`config.mk`:
```
export PLATFORM = sky130hd
export DESIGN_NAME = ovi_vector_responder
export DESIGN_NICKNAME = d
export VERILOG_FILES = /design/src/rtl/ovi_vector_responder_pkg.sv /design/src/rtl/ovi_issue_fifo.sv /design/src/rtl/ovi_vector_responder.sv
export SDC_FILE = /design/constraint.sdc
export NUM_CORES = 1
export LEC_CHECK = 0
export CAP_MARGIN = 20
export CORE_MARGIN = 3
export CORE_UTILIZATION = 54
export CTS_BUF_LIST = sky130_fd_sc_hd__clkbuf_4 sky130_fd_sc_hd__clkbuf_8 sky130_fd_sc_hd__clkbuf_16
export CTS_CLUSTER_SIZE = 16
export DETAILED_ROUTE_END_ITERATION = 8
export PLACE_DENSITY_LB_ADDON = 0.1
export SLEW_MARGIN = 20
export SYNTH_ARGS = -nofsm -noshare
export SYNTH_HDL_FRONTEND = slang
export SYNTH_SLANG_ARGS = --single-unit
export TNS_END_PERCENT = 50
```
`constraint.sdc`:
```
create_clock -name CLK -period 6.9 [get_ports CLK]
set_clock_uncertainty 0.15 [all_clocks]
set_input_delay 1.38 -clock CLK [delete_from_list [all_inputs] [get_ports CLK]]
set_output_delay 1.38 -clock CLK [all_outputs]
set_load 0.05 [all_outputs]
```
`src/rtl/ovi_vector_responder_pkg.sv`:
```
// Shared OVI bus types, widths and responder FSM states for the vector-side responder.
package ovi_vector_responder_pkg;

    localparam int OVI_INSTR_WIDTH = 32;
    localparam int OVI_OPND_WIDTH  = 64;
    localparam int OVI_VL_WIDTH    = 8;
    localparam int OVI_SEW_WIDTH   = 3;
    localparam int OVI_SEW_MAX     = 3;

    typedef struct packed {
        logic [OVI_INSTR_WIDTH-1:0] instr;
        logic [OVI_OPND_WIDTH-1:0]  opnd;
        logic [OVI_VL_WIDTH-1:0]    vl;
        logic [OVI_SEW_WIDTH-1:0]   sew;
        logic                       valid;
    } core_issue_bus;

    typedef struct packed {
        logic       valid;
        logic [4:0] dest_reg;
        logic       illegal;
    } core_completed_bus;

    typedef enum logic [1:0] {RSP_IDLE, RSP_EXEC, RSP_COMPLETE} rsp_state_t;

    // One queued instruction: only what the responder needs to time and retire it.
    typedef struct packed {
        logic [OVI_INSTR_WIDTH-1:0] instr;
        logic [OVI_VL_WIDTH-1:0]    vl;
        logic [OVI_SEW_WIDTH-1:0]   sew;
    } issue_entry_t;

    localparam int ENTRY_W = $bits(issue_entry_t);

endpackage

```
`src/rtl/ovi_issue_fifo.sv`:
```
// Circular issue queue with registered occupancy count; push is dropped when full, pop when empty.
module ovi_issue_fifo #(
    parameter int DEPTH = 4,
    parameter int WIDTH = 8
) (
    input  logic                     CLK,
    input  logic                     RST_N,
    input  logic                     push,
    input  logic [WIDTH-1:0]         wdata,
    input  logic                     pop,
    output logic [WIDTH-1:0]         rdata,
    output logic                     full,
    output logic                     empty,
    output logic [$clog2(DEPTH):0]   count
);

    localparam int PTR_W = $clog2(DEPTH);
    localparam int CNT_W = PTR_W + 1;

    logic [WIDTH-1:0] mem [DEPTH];
    logic [PTR_W-1:0] wr_ptr;
    logic [PTR_W-1:0] rd_ptr;
    logic             do_push;
    logic             do_pop;

    assign full    = (count == CNT_W'(DEPTH));
    assign empty   = (count == '0);
    assign do_push = push && !full;
    assign do_pop  = pop && !empty;
    assign rdata   = mem[rd_ptr];

    always_ff @(posedge CLK) begin
        if (!RST_N) begin
            wr_ptr <= '0;
            rd_ptr <= '0;
            count  <= '0;
        end else begin
            if (do_push) wr_ptr <= wr_ptr + PTR_W'(1);
            if (do_pop)  rd_ptr <= rd_ptr + PTR_W'(1);
            case ({do_push, do_pop})
                2'b10:   count <= count + CNT_W'(1);
                2'b01:   count <= count - CNT_W'(1);
                default: count <= count;
            endcase
        end
    end

    // Storage carries no reset; only pointers and count define validity.
    always_ff @(posedge CLK) begin
        if (do_push) mem[wr_ptr] <= wdata;
    end

endmodule

```
`src/rtl/ovi_vector_responder.sv`:
```
// Vector-unit side of the OVI issue/complete handshake: queues issues, models execution
// time from vl/sew and returns one completion pulse per accepted instruction.
module ovi_vector_responder
    import ovi_vector_responder_pkg::*;
#(
    parameter int DEPTH      = 4,
    parameter int BASE_LAT   = 3,
    parameter int LANE_BYTES = 8,
    parameter int MAX_VL     = 64
) (
    input  logic              CLK,
    input  logic              RST_N,
    input  core_issue_bus     CORE_ISSUE,
    output logic              ISSUE_READY,
    output core_completed_bus CORE_COMPLETED,
    output logic              BUSY
);

    issue_entry_t              push_entry;
    issue_entry_t              head;
    logic [ENTRY_W-1:0]        head_bits;
    logic                      fifo_full;
    logic                      fifo_empty;
    logic [$clog2(DEPTH):0]    fifo_count;
    logic                      fifo_pop;

    rsp_state_t                state;
    logic [15:0]               counter;
    logic [4:0]                exec_dest;
    logic                      exec_illegal;
    logic                      head_illegal;
    logic [15:0]               head_lat;
    logic                      unused_issue_bits;

    function automatic logic [15:0] calc_lat(input logic [OVI_VL_WIDTH-1:0]  vl,
                                             input logic [OVI_SEW_WIDTH-1:0] sew);
        logic [15:0] bytes;
        bytes = 16'(vl) << sew;
        return 16'(BASE_LAT) + ((bytes + 16'(LANE_BYTES - 1)) / 16'(LANE_BYTES));
    endfunction

    assign push_entry = '{instr: CORE_ISSUE.instr, vl: CORE_ISSUE.vl, sew: CORE_ISSUE.sew};
    assign head       = issue_entry_t'(head_bits);

    ovi_issue_fifo #(
        .DEPTH (DEPTH),
        .WIDTH (ENTRY_W)
    ) u_fifo (
        .CLK   (CLK),
        .RST_N (RST_N),
        .push  (CORE_ISSUE.valid),
        .wdata (push_entry),
        .pop   (fifo_pop),
        .rdata (head_bits),
        .full  (fifo_full),
        .empty (fifo_empty),
        .count (fifo_count)
    );

    assign ISSUE_READY  = !fifo_full;
    assign BUSY         = (fifo_count != '0) || (state != RSP_IDLE);
    assign fifo_pop     = !fifo_empty && (state == RSP_IDLE || state == RSP_COMPLETE);
    assign head_illegal = (int'(head.vl) > MAX_VL) || (int'(head.sew) > OVI_SEW_MAX);
    // Illegal instructions take a single cycle so they retire right after the pop.
    assign head_lat     = head_illegal ? 16'd1 : calc_lat(head.vl, head.sew);

    assign unused_issue_bits = ^{CORE_ISSUE.opnd, head.instr[31:12], head.instr[6:0]};

    always_ff @(posedge CLK) begin
        if (!RST_N) begin
            state          <= RSP_IDLE;
            counter        <= '0;
            CORE_COMPLETED <= '0;
        end else begin
            CORE_COMPLETED <= '0;
            case (state)
                RSP_IDLE, RSP_COMPLETE: begin
                    if (fifo_pop) begin
                        exec_dest    <= head.instr[11:7];
                        exec_illegal <= head_illegal;
                        counter      <= head_lat - 16'd1;
                        state        <= RSP_EXEC;
                    end else begin
                        state <= RSP_IDLE;
                    end
                end
                RSP_EXEC: begin
                    if (counter == '0) begin
                        state                   <= RSP_COMPLETE;
                        CORE_COMPLETED.valid    <= 1'b1;
                        CORE_COMPLETED.dest_reg <= exec_dest;
                        CORE_COMPLETED.illegal  <= exec_illegal;
                    end else begin
                        counter <= counter - 16'd1;
                    end
                end
                default: state <= RSP_IDLE;
            endcase
        end
    end

endmodule

```
==> metrics list <==
- The tree is rooted in a sky130_fd_sc_hd__clkbuf_8.
- The cell family contributing the most delay on the critical path is compound AO/OA/AOI/OAI gates.
* Critical path buffers and inverters: 0
- Entering global routing, the biggest net connects 19 pins.
- Headroom to the max-slew limit came out at 0.3764.
- The later pin in the worst-skew pair is clocked with a latency of roughly 0.37 ns.
- Data on the critical path is required at its endpoint by 7.05 ns.
- After floorplanning, the core was sized to cover between 8000 and 9000 um2.
- For the final routed database, the setup TNS stands at 0 ns.
- Number of top-level pins: approximately 120
- Total design power: between 2 and 3 mW
* Worst hold path cell count: 1
* Vias per cell: about 6
- DRC: 0
- The first global-routing pass estimated around 15,000 um of wire.
- Height of the chip: around 100 um
* Unrepaired setup endpoints after global routing: false
- Layout Cell Area excl Fill: ~5400 um2
- Once the clock tree was built, the setup fixing pass inserted 0 buffers.
- Among all flip-flop cells after synthesis, the most frequent one is sky130_fd_sc_hd__edfxtp_1.
- Of the total synthesized cell area, the portion taken by AND, OR, NAND and NOR gates is 0.1327.
- Internal power: ~1.5 mW
- Post-synthesis compound-gate area fraction: 0.1048
- Of the synthesized area, sequential elements account for 0.5645.
- Of the total synthesized cell area, the portion taken by full adders, half adders and majority gates is 0.02437.
- Floorplan die area: 10,310 um2
- In this run the power spent charging and discharging nets is roughly 1.1 mW.
- Aggregate routed wire length: approximately 9000 um
* Final hold vios: 0
* Buffer depth of the longest clock path: 2
- Synthesized area per cell: 12.54 um2
- Of the total power, the share spent switching nets is 0.4278.
- The repair_antennas step left the layout with diodes totalling 0.
* Cell Area, Synth: roughly 5000 um2
* Cell leakage power: approximately 1.9 nW
* HPWL after DPL: 6046 um
- Timing analysis after detailed placement gives a worst setup slack of roughly 2.3 ns.
- Once placement finished, the instance area stood at about 5300 um2.
- Hold Slack: 0.2984 ns
* Number of cell instances on the worst register-to-register path: 12
- Traced cell by cell, the critical path runs through mux4_2 -> nand2b_1 -> a221o_1 -> nor3_4 -> xnor2_1 -> ha_1 -> or2_2 -> ha_1 -> o21a_1 -> a22o_1 -> a2111o_1 -> a31oi_1.
* Detailed-route via count: ~3,200
- Cell Pwr Density: ~470 nW/um2
- The run finished with clean final reports.
- Part of the power in combinational logic: 0.530
* Number of flops mapped to enable cells by yosys: 70
- Once detail routing completed, the nets flagged for antenna violations numbered 0.
- After technology mapping, the gate count stands at between 300 and 400.
- Least setup slack across all paths after layout: 2.371 ns
- For this design, the slowest cell found on the critical path is sky130_fd_sc_hd__dfxtp_1.
* Global router's overall resource usage: 0.1873
- Of the total synthesized cell area, the portion taken by XOR and XNOR cells is 0.02132.
- CTS clock-pin slew for the worst setup and hold paths: 0.10 ns
* Path type of the worst setup path: register to register
- TritonCTS built the clock tree.
- Min-Delay Path Class: register to register
- The number of nets in the synthesized netlist is slightly above 500.
* Clock tree sinks: roughly 100
- The synthesized design contains ~100 register bits.
* Detailed router's first-iteration violation count: 164
* Ranking of synthesized cells by area: sky130_fd_sc_hd__edfxtp_1, sky130_fd_sc_hd__dfxtp_1, sky130_fd_sc_hd__mux4_2
- Worst Hold Launch: exec_dest[4]
* CTS-repair resized insts: 0
- Worst EP arrival: ~4.7 ns
- The die is 101.5 um wide.
* Average wire per cell in the routed design: approximately 17 um
- The initial antenna violation count came to 0.
- Synth unique cells: 63
- For this run, the number of standard cells in the final layout without fillers is around 530.
- Multiplexer area fraction after synthesis: 0.1223
- The largest single stage delay on the critical path is ~0.89 ns.
- Synth Warn #: 0
- Number of placement rows: 34
* Max H-tree Level: 3
- Most frequent CP cell: sky130_fd_sc_hd__ha_1
- Maximum Capacitance Violations: 0
* GR Overflow Total: 0
* Port bufs: 27
- The number of pins exceeding their max-slew limit in the final report was 0.
* Main combinational cell family by area after synthesis: simple AND/OR/NAND/NOR gates
- For hold timing, the worst endpoint is CORE_COMPLETED[5].
* Fraction of synthesis flops using an asynchronous set or reset pin: 0
* Drt first pass iters: 5
- Final core utilization: 0.6175
* Final worst path period share: 0.6564
* Gpl congestion: ~0.83
- After the last flow step, the layout net total stands at around 530.
- The number of clock buffers added by TritonCTS is 9.
- Sequential cell fraction of total power: 0.330
- In this run the critical register-to-register path is captured at counter[4].
- Achievable clock frequency: 220.8 MHz
- R2r setup slk: roughly 2.4 ns
* Clk network pwr share: 0.140
* Growth of design area from synthesis to finish: 10.30%
* Layout cell share with drive strength beyond 1: 0.1119
- Setup violations remaining at the end of the flow were counted as 0.
- For the pin with the worst max-slew slack, the measured transition is 0.9354 ns.
- Via count of the first global-routing pass: 3,041
* Category of the worst setup path launch point: register
- The share of synthesized area in the top cell type comes to 0.4264.
- Cts hold-fix bufs: 0
* Maximum VDD drop: about 170 uV
* Initial core utilization: 0.5598
* Dpl cells: about 510
- STA classifies the critical path endpoint as a register.
- Largest area contributor in the netlist: sky130_fd_sc_hd__edfxtp_1
- Time the worst path needs with I/O delays and setup: roughly 4.5 ns
- Along the worst path, the maximum fanout reaches 18.
==> cells by family after synthesis <==
family / Yosys count
AOI/OAI and AO/OA: 78
DFF: 104
buffers and inverters: 32
xor gates and xnor gates: 12
muxes: 33
adders and majority gates: 9
and+or+nand+nor: 125
==> placed cells by master (no fill, tap or decap), drive strengths merged, types with 9 or more instances in the layout <==
master         netlist  final
mux2i               10     10
and2                 9      9
edfxtp              70     70
inv                 14     18
and3                 9      9
dfxtp               34     34
a21oi               24     24
nand2               27     27
nor2                25     25
nand3               13     13
clkbuf               9     10
mux4                16     16
nor3                10     10
clkdlybuf4s50        0     27
o21ai               16     16
==> worst max path at each step <==
stage	start	to	slack, ns	depth (start not counted)
3_3_place_gp	register	counter[4]	2.43	12
5_1_grt	register	counter[4]	2.08	12
4_1_cts	register	counter[4]	2.32	12
6_report	register	counter[4]	2.37	12
3_5_place_dp	register	counter[4]	2.33	12
2_1_floorplan	register	counter[4]	3.10	13
==> power groups by stage <==
stage          combinational (mW)  clock, mW  sequential (mW)
2_1_floorplan                1.11          0            0.846
3_3_place_gp                 1.32          0            0.856
3_5_place_dp                 1.35          0            0.862
4_1_cts                      1.36      0.371            0.848
5_1_grt                      1.51      0.397            0.861
6_report                     1.36      0.360            0.847
==> area by class of cell <==
type | count | area [um2]
clock inverters | 6 | 48.80
inverters | 15 | 56.30
flip-flops and latches | 104 | 2783
multi-input cells | 257 | 1999
clock buffers | 10 | 137.6
well taps | 108 | 135.1
fillers | 699 | 3368
repair buffers | 28 | 277.8
==> per-layer routing <==
layer / track usage / vias to the layer above / part of all wire
li1: - / 1538 / -
met1: 0.2447 / 1556 / 0.45
met2: 0.3114 / 67 / 0.49
met3: 0.04821 / 9 / 0.044
met4: 0.05317 / 0 / 0.015
met5: 0 / - / 0
==> state kept, by name (all words and copies together) (netlist names), named ones only <==
name,count
exec_dest,5
u_fifo.count,3
u_fifo.rd_ptr,2
exec_illegal,1
u_fifo.wr_ptr,2
state,2
CORE_COMPLETED,7
counter,16
u_fifo.mem,64
==> cells in the mapped netlist, drive strengths merged, types with 10 or more instances <==
cell type and instances:
nor3 10, nor2 25, nand2 27, mux4 16, mux2i 10, nand3 13
edfxtp 70, o21ai 16, inv 14, a21oi 24, dfxtp 34
No activity file was read; power rests on OpenSTA's default activity.
